**config.mk**
```make
export PLATFORM = sky130hd
export DESIGN_NAME = fifo_rr_arb
export DESIGN_NICKNAME = d
export VERILOG_FILES = /design/src/rtl/fifo_rr_arb.sv
export SDC_FILE = /design/constraint.sdc
export NUM_CORES = 1
export LEC_CHECK = 0
export CORE_MARGIN = 8
export CORE_UTILIZATION = 55
export DETAILED_ROUTE_END_ITERATION = 16
export DONT_BUFFER_PORTS = 1
export PLACE_DENSITY = 0.7
export RECOVER_POWER = 25
export SLEW_MARGIN = 30
export SYNTH_ARGS = -nofsm -noshare
export SYNTH_HDL_FRONTEND = slang
export SYNTH_SLANG_ARGS = --single-unit
```
**constraint.sdc**
```tcl
create_clock -name clk -period 5.7 [get_ports clk]
set_input_delay 1.425 -clock clk [delete_from_list [all_inputs] [get_ports clk]]
set_output_delay 1.425 -clock clk [all_outputs]
set_load 0.05 [all_outputs]
```
**src/rtl/fifo_rr_arb.sv**
```systemverilog
// Round-robin arbiter sharing one fifo input port between N_REQ pvld/prdy requesters,
// with bursts of up to MAX_BURST beats per grant and a single registered output stage.
module fifo_rr_arb #(
    parameter int unsigned N_REQ     = 4,
    parameter int unsigned WIDTH     = 8,
    parameter int unsigned MAX_BURST = 4,
    localparam int unsigned SRC_W    = (N_REQ > 1) ? $clog2(N_REQ) : 1
) (
    input  logic                     clk,
    input  logic                     rst,
    input  logic [N_REQ-1:0]         in_pvld,
    input  logic [N_REQ*WIDTH-1:0]   in_pd,
    output logic [N_REQ-1:0]         in_prdy,
    output logic                     o_pvld,
    output logic [WIDTH-1:0]         o_pd,
    output logic [SRC_W-1:0]         o_src,
    input  logic                     o_prdy
);

    typedef enum logic [0:0] {StIdle, StBurst} state_e;

    state_e             state_q, state_d;
    logic [SRC_W-1:0]   owner_q, owner_d;
    logic [SRC_W-1:0]   ptr_q, ptr_d;
    logic [7:0]         cnt_q, cnt_d;
    logic               o_pvld_q;
    logic [WIDTH-1:0]   o_pd_q;
    logic [SRC_W-1:0]   o_src_q;

    logic               load_en;
    logic               found;
    logic [SRC_W-1:0]   win;
    logic [SRC_W-1:0]   cand;
    int unsigned        idx;
    logic [N_REQ-1:0]   grant;
    logic               xfer;
    logic [SRC_W-1:0]   xsrc;
    logic [WIDTH-1:0]   pd_sel;
    logic [SRC_W-1:0]   win_nxt;
    logic [SRC_W-1:0]   owner_nxt;

    assign load_en = !o_pvld_q | o_prdy;

    // First valid requester scanning from ptr upwards, wrapping at N_REQ.
    always_comb begin
        found = 1'b0;
        win   = '0;
        idx   = 0;
        cand  = '0;
        for (int k = 0; k < N_REQ; k++) begin
            idx = int'(ptr_q) + k;
            if (idx >= N_REQ) begin
                idx = idx - N_REQ;
            end
            cand = SRC_W'(idx);
            if (!found && in_pvld[cand]) begin
                found = 1'b1;
                win   = cand;
            end
        end
    end

    always_comb begin
        grant = '0;
        if (state_q == StIdle) begin
            if (found) begin
                grant[win] = 1'b1;
            end
        end else begin
            grant[owner_q] = in_pvld[owner_q];
        end
    end

    // Held at zero during reset even though the IDLE scan would otherwise grant.
    assign in_prdy = {N_REQ{load_en & rst}} & grant;
    assign xfer    = |(in_pvld & in_prdy);
    assign xsrc    = (state_q == StIdle) ? win : owner_q;

    always_comb begin
        pd_sel = '0;
        for (int i = 0; i < N_REQ; i++) begin
            if (i == int'(xsrc)) begin
                pd_sel = in_pd[i*WIDTH +: WIDTH];
            end
        end
    end

    assign win_nxt   = (win == SRC_W'(N_REQ - 1)) ? '0 : win + SRC_W'(1);
    assign owner_nxt = (owner_q == SRC_W'(N_REQ - 1)) ? '0 : owner_q + SRC_W'(1);

    always_comb begin
        state_d = state_q;
        owner_d = owner_q;
        ptr_d   = ptr_q;
        cnt_d   = cnt_q;
        unique case (state_q)
            StIdle: begin
                if (xfer) begin
                    if (MAX_BURST == 1) begin
                        ptr_d = win_nxt;
                    end else begin
                        state_d = StBurst;
                        owner_d = win;
                        cnt_d   = 8'd1;
                    end
                end
            end
            StBurst: begin
                // A stalled downstream holds the burst; only a free output stage can end it.
                if (load_en) begin
                    if (xfer) begin
                        cnt_d = cnt_q + 8'd1;
                        if (cnt_d == 8'(MAX_BURST)) begin
                            state_d = StIdle;
                            ptr_d   = owner_nxt;
                            cnt_d   = 8'd0;
                        end
                    end else begin
                        state_d = StIdle;
                        ptr_d   = owner_nxt;
                        cnt_d   = 8'd0;
                    end
                end
            end
            default: state_d = StIdle;
        endcase
    end

    always_ff @(posedge clk or negedge rst) begin
        if (!rst) begin
            state_q  <= StIdle;
            owner_q  <= '0;
            ptr_q    <= '0;
            cnt_q    <= '0;
            o_pvld_q <= 1'b0;
            o_pd_q   <= '0;
            o_src_q  <= '0;
        end else begin
            state_q <= state_d;
            owner_q <= owner_d;
            ptr_q   <= ptr_d;
            cnt_q   <= cnt_d;
            if (load_en) begin
                o_pvld_q <= xfer;
                if (xfer) begin
                    o_pd_q  <= pd_sel;
                    o_src_q <= xsrc;
                end
            end
        end
    end

    assign o_pvld = o_pvld_q;
    assign o_pd   = o_pd_q;
    assign o_src  = o_src_q;

endmodule

```
==> results of run 1 <==
metrics by stage:
| stage | instances | instance area (um2) | power (uW) |
|---|---|---|---|
| 3_3_place_gp | 194 | 1640 | 850 |
| 3_5_place_dp | 194 | 1640 | 873 |
| 5_1_grt | 198 | 1700 | 1050 |
| 6_report | 198 | 1700 | 993 |
| 4_1_cts | 198 | 1700 | 997 |
| 2_1_floorplan | 170 | 1630 | 787 |
Yosys cell counts (4+ instances only):
master	n
nor2_1	13
mux2i_1	17
o21ai_0	12
nand2_1	23
nand3_1	4
nor2b_1	6
inv_1	4
ha_1	5
o221ai_2	8
a22oi_1	5
dfrtp_1	24
layout make-up:
class / count / area [um2]
timing repair buffer: 1 / 7.51
fill: 256 / 1080
multi-input combinational: 134 / 982
inverter: 4 / 15.0
tap: 31 / 38.8
clock inverter: 1 / 30.0
clock buffer: 3 / 22.5
sequential: 24 / 601
sequential cells by signal, summed over array words and instances (netlist names):
register	cells
o_src	2
ptr_q	2
cnt_q	8
o_pd	8
o_pvld	1
state_q	1
owner_q	2
cells in the final DEF (no fill, tap or decap), drive strengths merged, types with 4 or more instances in the layout:
cell type,n
nor2,13
nor2b,6
o221ai,8
a22oi,5
dfrtp,24
mux2i,17
nand3,4
ha,5
inv,4
nand2,23
o21ai,14
cells by family after synthesis:
group | Yosys count
buf+inv | 12
compound gates | 47
simple gates | 62
fa+ha+maj | 5
flops | 24
mux | 20
how the worst max path moves through the flow:
stage / from / to / slack [ps]
final: in_pvld[0] / in_prdy[1] / 1420
after global routing: in_pvld[0] / in_prdy[1] / 1340
after CTS: in_pvld[0] / in_prdy[1] / 1410
after detailed placement: in_pvld[0] / in_prdy[1] / 1410
after global placement: in_pvld[0] / in_prdy[1] / 1490
after floorplan: in_pvld[0] / in_prdy[1] / 1500
worst reg2reg max path: cells and delay by family, from the launching register on:
kind                       cells  cell delay, ps
AOI/OAI and AO/OA              4            1380
DFF                            1             520
and+or+nand+nor                1             490
adders and majority gates      1             240
buffers and inverters          1             110
power by group through the flow:
| stage | sequential, uW | clock, uW | combinational (uW) |
|---|---|---|---|
| after detailed placement | 440 | 0 | 434 |
| after global placement | 436 | 0 | 414 |
| after floorplan | 407 | 0 | 380 |
| after global routing | 446 | 130 | 477 |
| after CTS | 437 | 125 | 435 |
| final | 436 | 124 | 433 |
routing by layer:
metal  vias up  GRT usage  wire, um
met5         -          0         0
met4         0     0.0335        27
met3         4     0.0452       260
met2        36      0.285      2150
met1       659      0.182      1650
li1        635          -         -
==> metrics, run 1 <==
Final Routed Wirelength 4090 um; Startpoint Class primary input; worst setup path category primary input to primary output; Leak 0.000731 uW; R2R cell count 7; Unique masters post-synth 42; via count 1,334; register area share after synthesis 0.368; fin nets 212; CTS Buffer Depth 2; post-synthesis mux area share 0.132; share of cells above drive strength 1 0.126; # diodes 0; Setup Viol. Count Final 0; Pint 483 uW; Synth area leaders dfrtp_1 (37%), mux2i_1 (10%), o221ai_2 (7.4%); routability cong. 0.906; total negative setup slack 0 ps; Iteration-0 DRC Markers 120; hold crit path type flop to flop; Post-synth EDFFs 0; first-pass GRT wire length 6700 um; Synth Register Bits 24; RSZ-0062 raised after global routing no; Sw Share 0.513; Worst R2R Start owner_q[0]; worst r2r dst o_pd[7]; Hold Path Depth 1; DIE WIDTH 70.5 um; part of the cycle the worst path needs 0.751; pwr/cell area 585 mW/mm2; number of max-cap violations 0; P&R area growth vs syn 3.99%; Req. time, crit path 4280 ps; max-slew violation count 0; area share of the largest cell type after synthesis 0.368; gr usage total 0.159; worst slew pin tran 903 ps; hold path startpoint cnt_q[7]; final worst slack 1420 ps; worst path bufs/invs 0; Comb pwr share 0.436; fin util 0.610; cts hold-fix bufs 0; postcts setup bufs 0; row cnt 19; CTS tree done; Synth Area in Adders 0.0383; syn avg cell area 9.60 um2; minimum clock period 4280 ps; status complete, no violations; Clock Tree Root clkbuf_4; Critical Path AT 2860 ps; critical path peak fanout 7; vias per cell 6.74; Mapped Nets 214; post-place setup slack 1410 ps; WHS Endpoint cnt_q[7]; First-pass DRT Iterations 4; post-CTS resize count 0; CP Cell Sequence nor2b_1 > o21bai_1 > and3_1 > a22oi_1 > nor2_1; Die Y 70.5 um; dpl hpwl 3140 um; port bufs 0; core box area 0.00278 mm2; initial antenna violation count 0; peak supply drop 0.439 mV; Hold Slack 505 ps; sequential share of power 0.440; synth warn 0; Clock Latency Late Sink 320 ps; xor/xnor share of the synthesized area 0; WP depth 5; Clock transition at path regs 140 ps; skew final 9.40 ps; grt ovf 0; fmax 0.234 GHz; P_sw 510 uW; cell taking the most area after synthesis dfrtp_1; Ports 54; H-tree depth 1; vias in the first global route 1,383; largest net degree at the start of global routing 29; Final Hold Viols 0; Synth async-reset ratio 1.00; CP delay by family, top simple AND/OR/NAND/NOR gates; WL per Instance 20.6 um; post-route ant nets 0; Slowest Stage Delay on Critical Path 700 ps; Clock power frac 0.125; Simple-Gate Fraction of Synth Area 0.185; Rel. slew slack 0.396; r2r setup slk 2820 ps; Synth Flop Type dfrtp_1; crit end category primary output; Synth Cell Area 0.00163 mm2; largest family of logic cells by synthesized area compound AO/OA/AOI/OAI gates; Post-route DRC 0; CTS Sinks 24; Synth Area in Compound Gates 0.242; CTS Buf Count 3; Synth Instances 170; Worst path slowest cell nor2_1; Die ar. 0.00497 mm2; Starting Density 0.587
No activity file was read; power rests on OpenSTA's default activity.
==> run 2: changes to the inputs <==
==> constraint.sdc (replaced) <==
create_clock -name clk -period 4.1 [get_ports clk]
set_input_delay 1.025 -clock clk [delete_from_list [all_inputs] [get_ports clk]]
set_output_delay 1.025 -clock clk [all_outputs]
set_load 0.05 [all_outputs]
==> run 2 against run 1 <==
Via count up 1.6%. Design area is 1.3% higher. Die area unchanged. Critical path depth stayed put. Sequential power grew 38%. Hold slack got worse by 140 ps. Non-clock buffer count up 5. Critical path type unchanged. Largest cell class unchanged. Largest power group is now combinational cells.
==> metrics, run 2 (synthesized netlist as in run 1, its figures left out) <==
cts hold-fix bufs 0; H-tree depth 1; part of the cycle the worst path needs 0.786; multi-input logic area 982 um2; routability cong. 0.847; # placed instances 199; Seq. cell area 601 um2; grt ovf 0; Post-route DRC 0; first-pass GRT wire length 7020 um; postcts setup bufs 0; largest net degree at the start of global routing 29; status complete, no violations; total negative setup slack 0 ps; critical path peak fanout 8; minimum clock period 3220 ps; Rel. slew slack 0.601; worst setup path category primary input to primary output; max-slew violation count 0; Iteration-0 DRC Markers 82; Req. time, crit path 3070 ps; most common cell after layout, fill and taps aside dfrtp_1; # diodes 0; r2r setup slk 1230 ps; initial antenna violation count 0; peak supply drop 0.612 mV; vias per cell 6.68; crit end category primary output; share of cells above drive strength 1 0.151; fin nets 217; non-filler cells, final 203; Clock transition at path regs 140 ps; number of max-cap violations 0; Final Hold Viols 0; P&R area growth vs syn 5.29%; dpl hpwl 3110 um; via count 1,356; Final Routed Wirelength 4040 um; CTS tree done; post-CTS resize count 0; post-route ant nets 0; Starting Density 0.587; pwr/cell area 786 mW/mm2; Clock Tree Root clkbuf_4; gr usage total 0.166; WL per Instance 19.9 um; Critical Path AT 2200 ps; Clock Latency Late Sink 320 ps; worst slew pin tran 593 ps; total power draw 1350 uW; First-pass DRT Iterations 4; RSZ-0062 raised after global routing no; port bufs 0; CTS Sinks 24; most frequent cells in the layout dfrtp_1 (24), nand2_1 (23), mux2i_1 (17); Leak 0.000750 uW; core box area 0.00278 mm2; Die ar. 0.00497 mm2; Die Y 70.5 um; Startpoint Class primary input; CTS Buffer Depth 2; DIE WIDTH 70.5 um; vias in the first global route 1,481; hold crit path type primary input to async pin; Ports 54; row cnt 19; Setup Viol. Count Final 0; CTS Buf Count 3; fmax 0.310 GHz; skew final 18.7 ps; fill count 224
==> run 2: changes by cell type in the layout (fill, tap and decap cells not counted), sizes merged <==
cell / before / now
buf: 1 / 6
bufinv: 1 / 0
clkbuf: 3 / 4
==> run 2: worst max-delay path: stages <==
cell	delay, ps
mux4_2	480
and2_1	220
a22oi_1	220
nor2_1	60
buf_4	190
==> run 2: worst paths after layout <==
kind / start / to / cells after the start
max in group asynchronous: rst / o_pvld / 0
hold / removal: rst / o_pd[2] / 0
min in group clk: cnt_q[7] / cnt_q[7] / 1
setup reg to reg: owner_q[0] / o_pd[7] / 7
hold reg to reg: cnt_q[7] / cnt_q[7] / 1
setup / recovery: in_pvld[3] / in_prdy[1] / 5
==> run 2: routing by layer <==
| metal | share of wire | GRT usage |
|---|---|---|
| met1 | 0.41 | 0.201 |
| met2 | 0.51 | 0.277 |
| met3 | 0.071 | 0.0466 |
| met4 | 0.0092 | 0.0536 |
| met5 | 0 | 0 |
==> run 2: cell type report <==
type	instances	share of cell area
clock buffer	4	0.0211
multi-input combinational	134	0.572
tap	31	0.0226
inverter	4	0.00874
timing repair buffer	6	0.0262
sequential	24	0.350
==> run 2: metrics by stage <==
| step | hold WS (ps) | instance area [um2] | util | setup WS [ps] |
|---|---|---|---|---|
| floorplan | 439 | 1630 | - | 699 |
| global placement | 479 | 1680 | 0.605 | 952 |
| detailed placement | 482 | 1680 | 0.605 | 886 |
| CTS | 366 | 1720 | 0.618 | 879 |
| global route | 351 | 1720 | 0.618 | 798 |
| finish | 369 | 1720 | 0.618 | 879 |
==> run 2: power by group <==
group | internal, uW | leakage (uW) | switching [uW] | total, uW
registers | 318 | 0.000306 | 285 | 603
logic | 270 | 0.000423 | 352 | 621
clock network | 54.3 | 0.0000210 | 71.9 | 126
